===== src/rtl/serial_arb_pkg.sv =====
// Shared types and helpers for the serial bus arbiter.
//   t_arb_state : arbiter FSM states
//   req_bits()  : width of a requester index for a given requester count
package serial_arb_pkg;

   typedef enum logic [1:0] {
      Idle,
      Granted,
      Release
   } t_arb_state;

   // Index width, never narrower than one bit.
   function automatic int unsigned req_bits(input int unsigned n);
      return (n > 1) ? $clog2(n) : 1;
   endfunction

endpackage


===== src/rtl/arb_rr_select.sv =====
// Combinational round-robin pick: the first requester at or after last+1,
// wrapping modulo NUM_REQ (works for non-power-of-two counts).
//   req   : request vector
//   last  : index granted most recently
//   valid : at least one request present
//   idx   : winning requester index
module arb_rr_select
   import serial_arb_pkg::*;
#(
   parameter int unsigned NUM_REQ  = 2,
   parameter int unsigned REQ_BITS = req_bits(NUM_REQ)
) (
   input  logic [NUM_REQ-1:0]  req,
   input  logic [REQ_BITS-1:0] last,
   output logic                valid,
   output logic [REQ_BITS-1:0] idx
);

   localparam int unsigned SUM_BITS = REQ_BITS + 1;

   logic [SUM_BITS-1:0] cand;

   // Scan from the farthest offset down so the nearest hit is written last.
   always_comb begin
      valid = 1'b0;
      idx   = '0;
      cand  = '0;
      for (int k = NUM_REQ; k >= 1; k--) begin
         cand = SUM_BITS'(last) + SUM_BITS'(k);
         if (cand >= SUM_BITS'(NUM_REQ)) begin
            cand = cand - SUM_BITS'(NUM_REQ);
         end
         if (req[cand[REQ_BITS-1:0]]) begin
            valid = 1'b1;
            idx   = cand[REQ_BITS-1:0];
         end
      end
   end

endmodule


===== src/rtl/serial_bus_arbiter.sv =====
// Round-robin sharing of one serial bus master between NUM_REQ requesters,
// one whole transaction per grant. The granted requester's enable/data/addr
// go to the master and the master handshake comes back to it alone; the
// forwarding paths are combinational, the grant vector is registered.
//   in_clk, in_rst       : clock, asynchronous active-high reset
//   in_req_enable/data/addr : per-requester transaction inputs
//   out_req_ready/next_word : master handshake, granted requester only
//   out_grant            : one-hot grant (zero when idle)
//   in_bus_ready/next_word  : handshake from the master
//   out_bus_enable/data/addr: transaction towards the master
module serial_bus_arbiter
   import serial_arb_pkg::*;
#(
   parameter int unsigned NUM_REQ   = 2,
   parameter int unsigned BUS_BITS  = 8,
   parameter int unsigned ADDR_BITS = 8,
   parameter int unsigned REQ_BITS  = req_bits(NUM_REQ)
) (
   input  logic                               in_clk,
   input  logic                               in_rst,
   input  logic [NUM_REQ-1:0]                 in_req_enable,
   input  logic [NUM_REQ-1:0][BUS_BITS-1:0]   in_req_data,
   input  logic [NUM_REQ-1:0][ADDR_BITS-1:0]  in_req_addr,
   output logic [NUM_REQ-1:0]                 out_req_ready,
   output logic [NUM_REQ-1:0]                 out_req_next_word,
   output logic [NUM_REQ-1:0]                 out_grant,
   input  logic                               in_bus_ready,
   input  logic                               in_bus_next_word,
   output logic                               out_bus_enable,
   output logic [BUS_BITS-1:0]                out_bus_data,
   output logic [ADDR_BITS-1:0]               out_bus_addr
);

   // Reset "last" to the top index so requester 0 wins first.
   localparam logic [REQ_BITS-1:0] LAST_RST = REQ_BITS'(NUM_REQ - 1);

   t_arb_state          state_q, state_d;
   logic [NUM_REQ-1:0]  grant_q, grant_d;
   logic [REQ_BITS-1:0] last_q, last_d;
   logic [REQ_BITS-1:0] sel_idx;
   logic                sel_valid;

   arb_rr_select #(
      .NUM_REQ  (NUM_REQ),
      .REQ_BITS (REQ_BITS)
   ) u_select (
      .req   (in_req_enable),
      .last  (last_q),
      .valid (sel_valid),
      .idx   (sel_idx)
   );

   // State, grant and last-winner registers.
   always_ff @(posedge in_clk or posedge in_rst) begin
      if (in_rst) begin
         state_q <= Idle;
         grant_q <= '0;
         last_q  <= LAST_RST;
      end else begin
         state_q <= state_d;
         grant_q <= grant_d;
         last_q  <= last_d;
      end
   end

   // Next state and forwarding muxes; last_q doubles as the granted index.
   always_comb begin
      state_d           = state_q;
      grant_d           = grant_q;
      last_d            = last_q;
      out_bus_enable    = 1'b0;
      out_bus_data      = '0;
      out_bus_addr      = '0;
      out_req_ready     = '0;
      out_req_next_word = '0;
      unique case (state_q)
         Idle: begin
            if (sel_valid && in_bus_ready) begin
               grant_d = NUM_REQ'(1) << sel_idx;
               last_d  = sel_idx;
               state_d = Granted;
            end
         end
         Granted: begin
            out_bus_enable    = in_req_enable[last_q];
            out_bus_data      = in_req_data[last_q];
            out_bus_addr      = in_req_addr[last_q];
            out_req_ready     = grant_q & {NUM_REQ{in_bus_ready}};
            out_req_next_word = grant_q & {NUM_REQ{in_bus_next_word}};
            if (!in_req_enable[last_q]) begin
               state_d = Release;
            end
         end
         Release: begin
            // Enable is dropped; ready still reaches the owner so it sees completion.
            out_bus_data  = in_req_data[last_q];
            out_bus_addr  = in_req_addr[last_q];
            out_req_ready = grant_q & {NUM_REQ{in_bus_ready}};
            if (in_bus_ready) begin
               grant_d = '0;
               state_d = Idle;
            end
         end
         default: begin
            state_d = Idle;
            grant_d = '0;
         end
      endcase
   end

   assign out_grant = grant_q;

endmodule


===== config.mk =====
export PLATFORM = sky130hd
export DESIGN_NAME = serial_bus_arbiter
export DESIGN_NICKNAME = d
export VERILOG_FILES = /design/src/rtl/serial_arb_pkg.sv /design/src/rtl/arb_rr_select.sv /design/src/rtl/serial_bus_arbiter.sv
export SDC_FILE = /design/constraint.sdc
export NUM_CORES = 1
export LEC_CHECK = 0
export BUFFER_PORTS_ARGS = -buffer_cell sky130_fd_sc_hd__buf_2
export CAP_MARGIN = 0
export CORE_AREA = 2 2 49 51
export CTS_CLUSTER_SIZE = 12
export DETAILED_ROUTE_END_ITERATION = 12
export DIE_AREA = 0 0 51 53
export PLACE_DENSITY = 0.78
export SLEW_MARGIN = 15
export SYNTH_ARGS = -nofsm -noshare
export SYNTH_HDL_FRONTEND = slang
export SYNTH_SLANG_ARGS = --single-unit
export TNS_END_PERCENT = 10

===== constraint.sdc =====
create_clock -name in_clk -period 2.1 [get_ports in_clk]
set_input_delay 0.42 -clock in_clk [delete_from_list [all_inputs] [get_ports in_clk]]
set_output_delay 0.42 -clock in_clk [all_outputs]
set_load 0.05 [all_outputs]

---- Word level (Yosys, flattened, before mapping) ----
Cells that the tools add are included.
cells by class
  add/subtract/negate cells ............... 4
  bitwise operators ....................... 3
  multiplexer cells ....................... 27
  shift-type cells ........................ 1
  $lt $le $gt $ge ......................... 5
  equal/unequal tests ..................... 5
  reductions and logical operators ........ 6
operators by type and width
  cell                                                                           number
  8-bit 2-to-1 mux                                                               6
  1-bit 2-to-1 mux                                                               13
  2-bit 2-to-1 mux                                                               6
  2-bit case mux with 3 select lines                                             2
  1-bit by 2-bit less-than comparator with 1-bit output (second input constant)  3
  2-bit inequality test (second input constant)                                  3
  3-bit AND reduction                                                            2
  2-bit AND                                                                      2
  2-bit greater-or-equal comparator (second input constant)                      2
  1-bit by 1-bit adder with 2-bit output (second input constant)                 1
  1-bit by 2-bit adder with 2-bit output (second input constant)                 1
  2-bit by 1-bit == test with 1-bit output (second input constant)               1
  2-bit == test (second input constant)                                          1
  2-bit logical NOT                                                              1
  2-bit AND reduction                                                            1
  2-bit OR reduction                                                             1
  1-bit by 1-bit left shift with 2-bit output (first input constant)             1
  1-bit subtractor (second input constant)                                       2
  1-bit logical AND                                                              1
  1-bit inverter                                                                 1
storage, ports and cells
  output and inout port bits .............. 23
  register bits ........................... 5
  input bits .............................. 38
  word-level logic and storage cells ...... 54

---- Logic depth before layout (Yosys ltp) ----
Gate-level depths: netlist of run 1.
  word-level depth ........................ 10
  gate-level depth with buffers ........... 5
  depth with buffers taken out ............ 5

---- Cells and area by module ----
Synthesis of run 1 repeated with hierarchy kept, for this count alone.
second synthesis, totals
  cells, all modules ...................... 68
  area total of the unflattened synthesis .. 629.4 µm²
by module, submodules not included
  module              instances  cells each  area each (µm²)  seq. area each (µm²)
  serial_bus_arbiter  1          66          615.6            126.4
  arb_rr_select       1          2           13.8             0.0

---- Worst setup path after synthesis of run 1 ----
No wires, ideal clock.
  path type ............................... reg-to-output
  from .................................... reg last_q
  to ...................................... out out_bus_addr[0]
  stages on the path, launching flop included .. 5
  data arrival time ....................... 1.762 ns
  path slack .............................. -0.082 ns
  path buffers ............................ 2
  required time ........................... 1.680 ns
  cell sequence ........................... dfstp_2 -> buf_2 -> buf_4 -> mux2i_1 -> nor2b_1
on the way
  cells in the longest elaborated chain, start to end .. 3
ends and longest elaborated chain
  element                                               RTL line                                            text
  start: declaration                                    serial_bus_arbiter.sv:39                            logic [REQ_BITS-1:0] last_q, last_d;
  start signal: assignment                              serial_bus_arbiter.sv:62                            last_q <= last_d;
  8-bit 2-to-1 mux (not written as such) (2 in series)  serial_bus_arbiter.sv:87, serial_bus_arbiter.sv:97
  8-bit 2-to-1 mux                                      n/a
  end: declaration                                      serial_bus_arbiter.sv:31                            output logic [ADDR_BITS-1:0] out_bus_addr
Every way passes these cells. The select of a mux whose other input is x is not followed.

---- Worst setup path after layout of run 1 ----
  from .................................... reg last_q
  to ...................................... out out_bus_data[1]
on the way
  cells in the longest elaborated chain, start to end .. 3
ends and longest elaborated chain
  element                                               RTL line                                            text
  8-bit 2-to-1 mux (not written as such) (2 in series)  serial_bus_arbiter.sv:86, serial_bus_arbiter.sv:96
  8-bit 2-to-1 mux                                      n/a
  end: declaration                                      serial_bus_arbiter.sv:30                            output logic [BUS_BITS-1:0] out_bus_data,
Every way passes these cells. The select of a mux whose other input is x is not followed.

==> results of run 1 <==
-- layout make-up --
cell class,instances,area (um^2)
Fill cell,211,1160
Clock buffer,4,26.3
Timing Repair Buffer,62,315
Sequential cell,5,126
Inverter,3,11.3
Tap cell,28,35.0
Multi-Input combinational cell,54,470
-- worst paths after layout --
path	from	end	slack, ns	depth (start not counted)
min reg2reg	state_q[0]	state_q[0]	0.55	1
min	in_rst	out_grant[1]	0.06	2
min in group in_clk	in_req_enable[0]	last_q	0.45	2
max	last_q	out_bus_data[1]	0.20	4
max in group asynchronous	in_rst	last_q	1.80	2
max reg2reg	state_q[0]	state_q[0]	0.45	5
-- cell families after synthesis --
kind of cell             after synthesis  share of synthesized area, %
buffers and inverters                  6                          4.52
flip-flops                             5                          20.7
multiplexers                          20                          34.9
AND/OR/NAND/NOR                       25                          26.1
adder cells (fa/ha/maj)                3                          6.16
AO/OA/AOI/OAI                          6                          7.60
-- stage by stage --
step | setup TNS, ns | area, um^2
floorplan | -0.613 | 612
global placement | 0 | 946
detailed placement | 0 | 946
CTS | 0 | 975
global route | 0 | 985
finish | 0 | 985
-- routing by layer --
layer	track usage (%)	share of wire [%]	vias up
met2	26.4	54	35
met5	0	0	-
met4	5.41	0.46	0
li1	-	-	357
met1	12.2	38	321
met3	1.13	7.1	2
-- critical path, delay by kind of cell, from the launching register on --
family | cells | cell delay (ns)
simple gates | 1 | 0.06
mux | 1 | 0.22
buf+inv | 2 | 0.42
flops | 1 | 0.55
-- sequential cells by signal, indices dropped and copies added (netlist names) --
signal,flops
out_grant,2
last_q,1
state_q,2
-- cells in the final DEF (no fill, tap or decap) --
cell type   n
inv_1       3
ha_1        2
a31oi_1     1
nor2b_1    15
and3_1      5
mux2i_1    16
ha_4        1
and2_1      1
mux2_2      2
nor3_2      1
a21oi_1     1
buf_2      60
a41oi_1     1
dfstp_2     1
buf_4       2
nor2b_2     1
nor3b_1     1
clkbuf_4    3
o21ba_2     1
a211o_1     1
clkbuf_1    1
dfrtp_1     4
mux2_4      2
a21boi_0    1
nand2_1     1
==> results.py, run 1 <==
metrics = {
    "clock_tree": {
        "cts_tree": "done",
        "postCtsSetupBuffers": 0,
        "clockBufferDepth": 2,
        "cts_resized": 1,
        "htreeDepth": 1,
        "holdBufCountCts": 0,
        "cts-buffers-inserted": 3,
        "cts_root_buffer": "clkbuf_4",
        "clkLatencyLatePin_ns": 0.24,
        "path_clk_slew_ns": 0.05,
        "clkSinkCount": 5,
    },
    "timing": {
        "slew_headroom_pct": 76.7,
        "finClkSkew_ns": 0.00664,
        "hold_viol": 0,
        "period_needed_ns": 1.90,
        "hold_ws_ns": 0.0627,
        "rsz0062_at_grt": "no",
        "worst_pin_slew_ns": 0.349,
        "slew_violations": 0,
        "fmax_mhz": 526,
        "setup_viol": 0,
        "finalCritPeriodShare_pct": 90.5,
        "fin_ws_ns": 0.200,
    },
    "detailed_routing": {
        "vias": 715,
        "drt_iter0_drc": 3,
        "drtAntennaViolNets": 0,
        "wl_per_cell_um": 11.2,
        "dr.pass1.iters": 4,
        "drt_wl_total_mm": 1.75,
        "viasPerCell": 4.58,
        "drcViolationCount": 0,
    },
    "floorplanning": {
        "fp.dieH_um": 53,
        "die_w_um": 51,
        "rows": 17,
        "core_um2": 2150,
        "ios": 61,
        "die_area_um2": 2700,
        "start_util_pct": 28.4,
    },
    "critical_path": {
        "cp-end-kind": "primary output",
        "required_ns": 1.68,
        "crit_chain": "buf_4 > mux2i_1 > nor2b_1 > buf_2",
        "path_class": "reg2out",
        "critPathMaxStageDelay_ns": 0.55,
        "cp_slowest_cell": "dfstp_2",
        "cp-start-kind": "flop",
        "crit_arrival_ns": 1.48,
        "crit_fanout": 11,
    },
    "placed_design": {
        "numPlacedInstances": 152,
        "place_congestion": 0.687,
        "pre_cts_ws_ns": 0.218,
        "hpwl_mm": 1.52,
        "portBuffers": 60,
    },
    "synth": {
        "yosysWarningCount": 0,
        "synth_common_cells": "16 x mux2i_1, 16 x nor2b_1, 5 x and3_1, 4 x dfrtp_1",
        "syn_inst": 65,
        "ys_types": 22,
        "synth_top_area_share_pct": 26.3,
        "syn-cell-area_um2": 609,
        "synthFlopType": "dfrtp_1",
        "async_flop_share_pct": 100,
        "avgSynthCellArea_um2": 9.37,
        "syn_nets": 106,
        "yosysTopAreaCell": "mux2i_1",
        "synth-edff-count": 0,
        "ys_ff_latch": 5,
        "synth.yosys.seq_area_share_pct": 20.7,
        "synth_area_leaders": "mux2i_1 26%, dfrtp_1 16%, nor2b_1 16%, ha_1 6.2%, and3_1 5.1%",
    },
    "finish": {
        "antenna_cells": 0,
        "drive_gt1_share_pct": 57.8,
        "finalNonFillerCells": 156,
        "area_growth_pct": 61.6,
        "nets": 170,
        "postLayoutCoreUtil_pct": 45.8,
    },
    "grt": {
        "grt_pass1_vias": 680,
        "grt_antenna_before_repair": 0,
        "grt_max_degree": 19,
        "gr-total-overflow": 0,
        "grt_pass1_wl_mm": 2.62,
        "grt_usage_pct": 12.6,
    },
    "run": {
        "maxCapViolations": 0,
    },
    "hold_path": {
        "hold_class": "in2async",
    },
    "outcome": {
        "status": "finished, final reports clean",
    },
}
Power of run 1 is not shown: default switching activity piles up to over one toggle a cycle in this logic, so the estimate is an artifact.
==> run 2: changes to the inputs <==
--- a/config.mk
+++ b/config.mk
@@ -5,13 +5,14 @@
 export SDC_FILE = /design/constraint.sdc
 export NUM_CORES = 1
 export LEC_CHECK = 0
+export ABC_AREA = 1
 export BUFFER_PORTS_ARGS = -buffer_cell sky130_fd_sc_hd__buf_2
 export CAP_MARGIN = 0
-export CORE_AREA = 2 2 49 51
+export CORE_AREA = 2 2 50 52
 export CTS_CLUSTER_SIZE = 12
 export DETAILED_ROUTE_END_ITERATION = 12
-export DIE_AREA = 0 0 51 53
-export PLACE_DENSITY = 0.78
+export DIE_AREA = 0 0 52 54
+export PLACE_DENSITY = 0.77
 export SLEW_MARGIN = 15
 export SYNTH_ARGS = -nofsm -noshare
 export SYNTH_HDL_FRONTEND = slang
==> run 2 against run 1 <==
Setup slack worse by 0.083 ns. Clock skew is 0.0060 ns lower. First-iteration DRC count grew to 8.7 times the previous value. Register-to-register slack better by 0.35 ns. Critical path depth is 1 higher. Via count is 24% higher. Cell count is 26% higher. Routed wire length is 7.6% higher. Critical path type unchanged.
==> results.py, run 2 <==
metrics = {
    "outcome": {
        "status": "finished, final reports clean",
    },
    "synth": {
        "yosysWarningCount": 0,
        "yosysTopAreaCell": "nor2_1",
        "synthMostInstantiatedCell": "nor2_1",
        "ys_types": 19,
        "synth-edff-count": 0,
        "synth_top_area_share_pct": 20.2,
        "syn_inst": 107,
        "synth_common_cells": "34 x nor2_1, 17 x o21ai_0, 15 x nand2_1, 13 x inv_1",
        "ys_ff_latch": 5,
        "synth.yosys.seq_area_share_pct": 20.0,
        "avgSynthCellArea_um2": 5.92,
        "synthFlopType": "dfrtp_1",
        "syn_nets": 148,
        "async_flop_share_pct": 100,
        "synth_area_leaders": "nor2_1 20%, dfrtp_1 16%, o21ai_0 13%, nand2_1 8.9%, inv_1 7.7%",
        "syn-cell-area_um2": 633,
    },
    "finish": {
        "postLayoutCoreUtil_pct": 42.4,
        "final_common_cell": "buf_2",
        "fillCellCount": 269,
        "area_growth_pct": 55.3,
        "antenna_cells": 0,
        "nets": 209,
        "mostFrequentLayoutCells": "55 x buf_2, 34 x nor2_1, 17 x o21ai_0",
        "drive_gt1_share_pct": 43.7,
    },
    "critical_path": {
        "startpoint": "last_q",
        "required_ns": 1.68,
        "cp-start-kind": "flop",
        "cp-end-kind": "primary output",
        "worstReg2RegStart": "last_q",
        "crit_fanout": 19,
        "crit_arrival_ns": 1.56,
        "path_class": "reg2out",
    },
    "grt": {
        "grt_usage_pct": 13.1,
        "grt_pass1_wl_mm": 2.81,
        "gr-total-overflow": 0,
        "grt_max_degree": 20,
        "grt_pass1_vias": 693,
        "grt_antenna_before_repair": 0,
    },
    "detailed_routing": {
        "vias": 890,
        "drtAntennaViolNets": 0,
        "drt_iter0_drc": 26,
        "dr.pass1.iters": 4,
        "wl_per_cell_um": 9.56,
        "viasPerCell": 4.52,
        "drt_wl_total_mm": 1.88,
        "drcViolationCount": 0,
    },
    "clock_tree": {
        "path_clk_slew_ns": 0.04,
        "clkSinkCount": 5,
        "htreeDepth": 1,
        "holdBufCountCts": 0,
        "clockBufferDepth": 2,
        "cts_tree": "done",
        "cts_root_buffer": "clkbuf_4",
        "postCtsSetupBuffers": 0,
        "cts-buffers-inserted": 3,
        "clkLatencyLatePin_ns": 0.25,
    },
    "placed_design": {
        "hpwl_mm": 1.53,
        "portBuffers": 60,
        "place_congestion": 0.813,
        "pre_cts_ws_ns": 0.162,
    },
    "timing": {
        "period_needed_ns": 1.98,
        "setup_viol": 0,
        "slew_headroom_pct": 77.1,
        "finClkSkew_ns": 0.000658,
        "finalCritPeriodShare_pct": 94.4,
        "worst_pin_slew_ns": 0.344,
        "fin_ws_ns": 0.117,
        "hold_viol": 0,
        "slew_violations": 0,
        "rsz0062_at_grt": "no",
        "fmax_mhz": 504,
    },
    "floorplanning": {
        "rows": 18,
        "die_area_um2": 2810,
        "core_um2": 2320,
        "fp.dieH_um": 54,
        "die_w_um": 52,
        "start_util_pct": 27.3,
        "ios": 61,
    },
    "hold_path": {
        "hold_class": "in2async",
    },
    "run": {
        "maxCapViolations": 0,
    },
}
run 2: path summary, 6_finish.rpt:
check                                       to  cells after the start  slack, ns
worst max-delay path            out_bus_enable                      5       0.12
worst min-delay path              out_grant[1]                      2       0.06
worst max register to register      state_q[1]                      5       0.80
worst min register to register    out_grant[1]                      2       0.49
max in group asynchronous               last_q                      2       1.80
min in group in_clk               out_grant[1]                      2       0.49
run 2: per-stage QoR:
| stage | area, um^2 | cells | setup TNS (ns) | hold WS, ns |
|---|---|---|---|---|
| after floorplan | 633 | 107 | -0.720 | 0.198 |
| after global placement | 930 | 193 | 0 | 0.324 |
| after detailed placement | 930 | 193 | 0 | 0.327 |
| after CTS | 966 | 197 | 0 | 0.0646 |
| after global routing | 983 | 197 | 0 | 0.0763 |
| final | 983 | 197 | 0 | 0.0605 |
run 2: critical path, stage by stage, from the launching register on:
cell     delay (ns)
dfstp_2        0.74
inv_8          0.11
nand2_4        0.08
nand3_4        0.08
inv_1          0.06
buf_2          0.25
run 2: timing repair:
item / in CTS / in global routing
pin swaps: 0 / 0
endpoints found under the setup margin: 18 / 20
resized for setup: 4 / 6
run 2: layout make-up:
class / count / area [um^2] / area share (%)
multi-input combinational: 83 / 417 / 42.4
timing repair buffer: 60 / 313 / 31.8
sequential: 5 / 126 / 12.8
inverter: 15 / 63.8 / 6.49
tap: 30 / 37.5 / 3.82
clock buffer: 4 / 26.3 / 2.67
run 2: logic make-up after synthesis:
kind of cell	synth area share, %
simple gates	41.9
buf+inv	16.6
flops	20.0
compound gates	15.6
fa+ha+maj	5.93
run 2: routing by layer:
| layer | up-vias | part of all wire [%] | GRT usage [%] |
|---|---|---|---|
| li1 | 454 | - | - |
| met1 | 381 | 41 | 14.8 |
| met2 | 53 | 42 | 23.6 |
| met3 | 2 | 17 | 4.72 |
| met4 | 0 | 0.42 | 2.63 |
| met5 | - | 0 | 0 |
Power of run 2 is left out for the same reason.
==> run 3: changes to the inputs <==
--- a/config.mk
+++ b/config.mk
@@ -6,13 +6,13 @@
 export NUM_CORES = 1
 export LEC_CHECK = 0
 export ABC_AREA = 1
-export BUFFER_PORTS_ARGS = -buffer_cell sky130_fd_sc_hd__buf_2
 export CAP_MARGIN = 0
 export CORE_AREA = 2 2 50 52
 export CTS_CLUSTER_SIZE = 12
 export DETAILED_ROUTE_END_ITERATION = 12
 export DIE_AREA = 0 0 52 54
-export PLACE_DENSITY = 0.77
+export DONT_BUFFER_PORTS = 1
+export PLACE_DENSITY = 0.54
 export SLEW_MARGIN = 15
 export SYNTH_ARGS = -nofsm -noshare
 export SYNTH_HDL_FRONTEND = slang
==> run 3 against run 2 <==
Setup slack worse by 0.018 ns. Via count decreased by 16%. Clock skew grew 0.0013 ns. First-iteration DRC count decreased by 46%. Clock-buffer cell count is the same. Global-route usage fell by 1.3 points. Non-clock buffer count is 37 lower. Utilization decreased by 5.9 points.
==> results.py, run 3 (same netlist as run 2, synthesis figures left out) <==
metrics = {
    "critical_path": {
        "r2r_cells": 5,
        "cp-endpoint": "out_bus_enable",
        "cp-end-kind": "primary output",
        "worstReg2RegStart": "last_q",
        "cp_slowest_cell": "dfstp_2",
        "r2r_slack_ns": 0.79,
        "cp-start-kind": "flop",
        "required_ns": 1.68,
        "startpoint": "last_q",
        "path_class": "reg2out",
        "crit_chain": "inv_8 > nand2_4 > nand3_4 > inv_1",
        "r2r_end": "state_q[1]",
        "critPathMaxStageDelay_ns": 0.73,
        "crit_fanout": 19,
        "crit_arrival_ns": 1.58,
    },
    "timing": {
        "setup_viol": 0,
        "slew_violations": 0,
        "finClkSkew_ns": 0.00194,
        "setup_tns_ns": 0,
        "fin_ws_ns": 0.0989,
        "worst_pin_slew_ns": 0.419,
        "hold_viol": 0,
        "period_needed_ns": 2.00,
        "rsz0062_at_grt": "no",
        "slew_headroom_pct": 72.0,
        "finalCritPeriodShare_pct": 95.3,
        "fmax_mhz": 500,
    },
    "finish": {
        "mostFrequentLayoutCells": "34 x nor2_1, 22 x buf_4, 17 x o21ai_0",
        "postLayoutCoreUtil_pct": 36.5,
        "area_growth_pct": 33.6,
        "final_common_cell": "nor2_1",
        "multi_input_area_um2": 417,
        "fillCellCount": 263,
        "drive_gt1_share_pct": 26.9,
        "stdcell_area_um2": 846,
        "regArea_um2": 126,
        "nets": 172,
        "antenna_cells": 0,
    },
    "clock_tree": {
        "htreeDepth": 1,
        "cts-buffers-inserted": 3,
        "cts_tree": "done",
        "postCtsSetupBuffers": 0,
        "clkLatencyLatePin_ns": 0.25,
        "cts_root_buffer": "clkbuf_4",
        "clkSinkCount": 5,
        "clockBufferDepth": 2,
        "path_clk_slew_ns": 0.04,
    },
    "floorplanning": {
        "core_um2": 2320,
        "die_w_um": 52,
        "rows": 18,
        "fp.dieH_um": 54,
        "ios": 61,
        "die_area_um2": 2810,
        "start_util_pct": 27.3,
    },
    "hold_path": {
        "hold_class": "in2reg",
        "min-delay-start": "in_req_enable[1]",
    },
    "detailed_routing": {
        "dr.pass1.iters": 4,
        "drtAntennaViolNets": 0,
        "wl_per_cell_um": 10.7,
        "vias": 750,
        "drt_iter0_drc": 14,
        "viasPerCell": 4.69,
        "drt_wl_total_mm": 1.72,
        "drcViolationCount": 0,
    },
    "grt": {
        "grt_antenna_before_repair": 0,
        "grt_pass1_vias": 591,
        "grt_pass1_wl_mm": 2.44,
        "grt_usage_pct": 11.8,
        "gr-total-overflow": 0,
        "grt_max_degree": 20,
    },
    "run": {
        "maxCapViolations": 0,
    },
    "placed_design": {
        "hpwl_mm": 1.37,
        "portBuffers": 0,
        "dpl_cell_area_um2": 795,
        "pre_cts_ws_ns": 0.199,
        "place_congestion": 0.761,
    },
    "outcome": {
        "status": "finished, final reports clean",
    },
}
-- run 3: cell types whose count changed in the layout (fill, tap and decap cells not counted), sizes merged --
cell / previous run / this run
dlygate4sd3: 0 / 1
buf: 60 / 22
-- run 3: metal layers --
metal	track usage, %	share of wire [%]
met1	11.5	36
met2	24.7	53
met3	1.94	9.9
met4	3.95	0.58
met5	0	0
-- run 3: stage by stage --
stage | cells | hold slack [ns]
2_1_floorplan | 107 | 0.198
3_3_place_gp | 155 | 0.217
3_5_place_dp | 155 | 0.221
4_1_cts | 160 | 0.385
5_1_grt | 160 | 0.411
6_report | 160 | 0.388
-- run 3: area by class of cell --
class                   count  share of cell area [%]
repair buffers             23                    20.7
flip-flops and latches      5                    14.9
multi-input cells          83                    49.3
clock buffers               4                    3.11
well taps                  30                    4.44
inverters                  15                    7.54
-- run 3: critical path, delay by kind of cell, from the launching register on --
family	cells	cell delay (ns)
flip-flops	1	0.73
buffers and inverters	2	0.44
AND/OR/NAND/NOR	2	0.15
-- run 3: worst min path at each step --
stage	to	slack, ns	depth (start not counted)
after floorplan	out_grant[0]	0.20	1
after global placement	out_grant[1]	0.22	1
after detailed placement	out_grant[1]	0.22	1
after CTS	out_grant[0]	0.38	3
after global routing	out_grant[0]	0.41	3
final	out_grant[0]	0.39	3
-- run 3: repair_timing --
| item | 4_1_cts | 5_1_grt |
|---|---|---|
| endpoints found under the setup margin | 18 | 11 |
| gates resized for setup | 1 | 2 |
| hold buffers | 1 | 0 |
| hold endpoints to repair | 4 | 0 |
Power of run 3 is left out for the same reason.
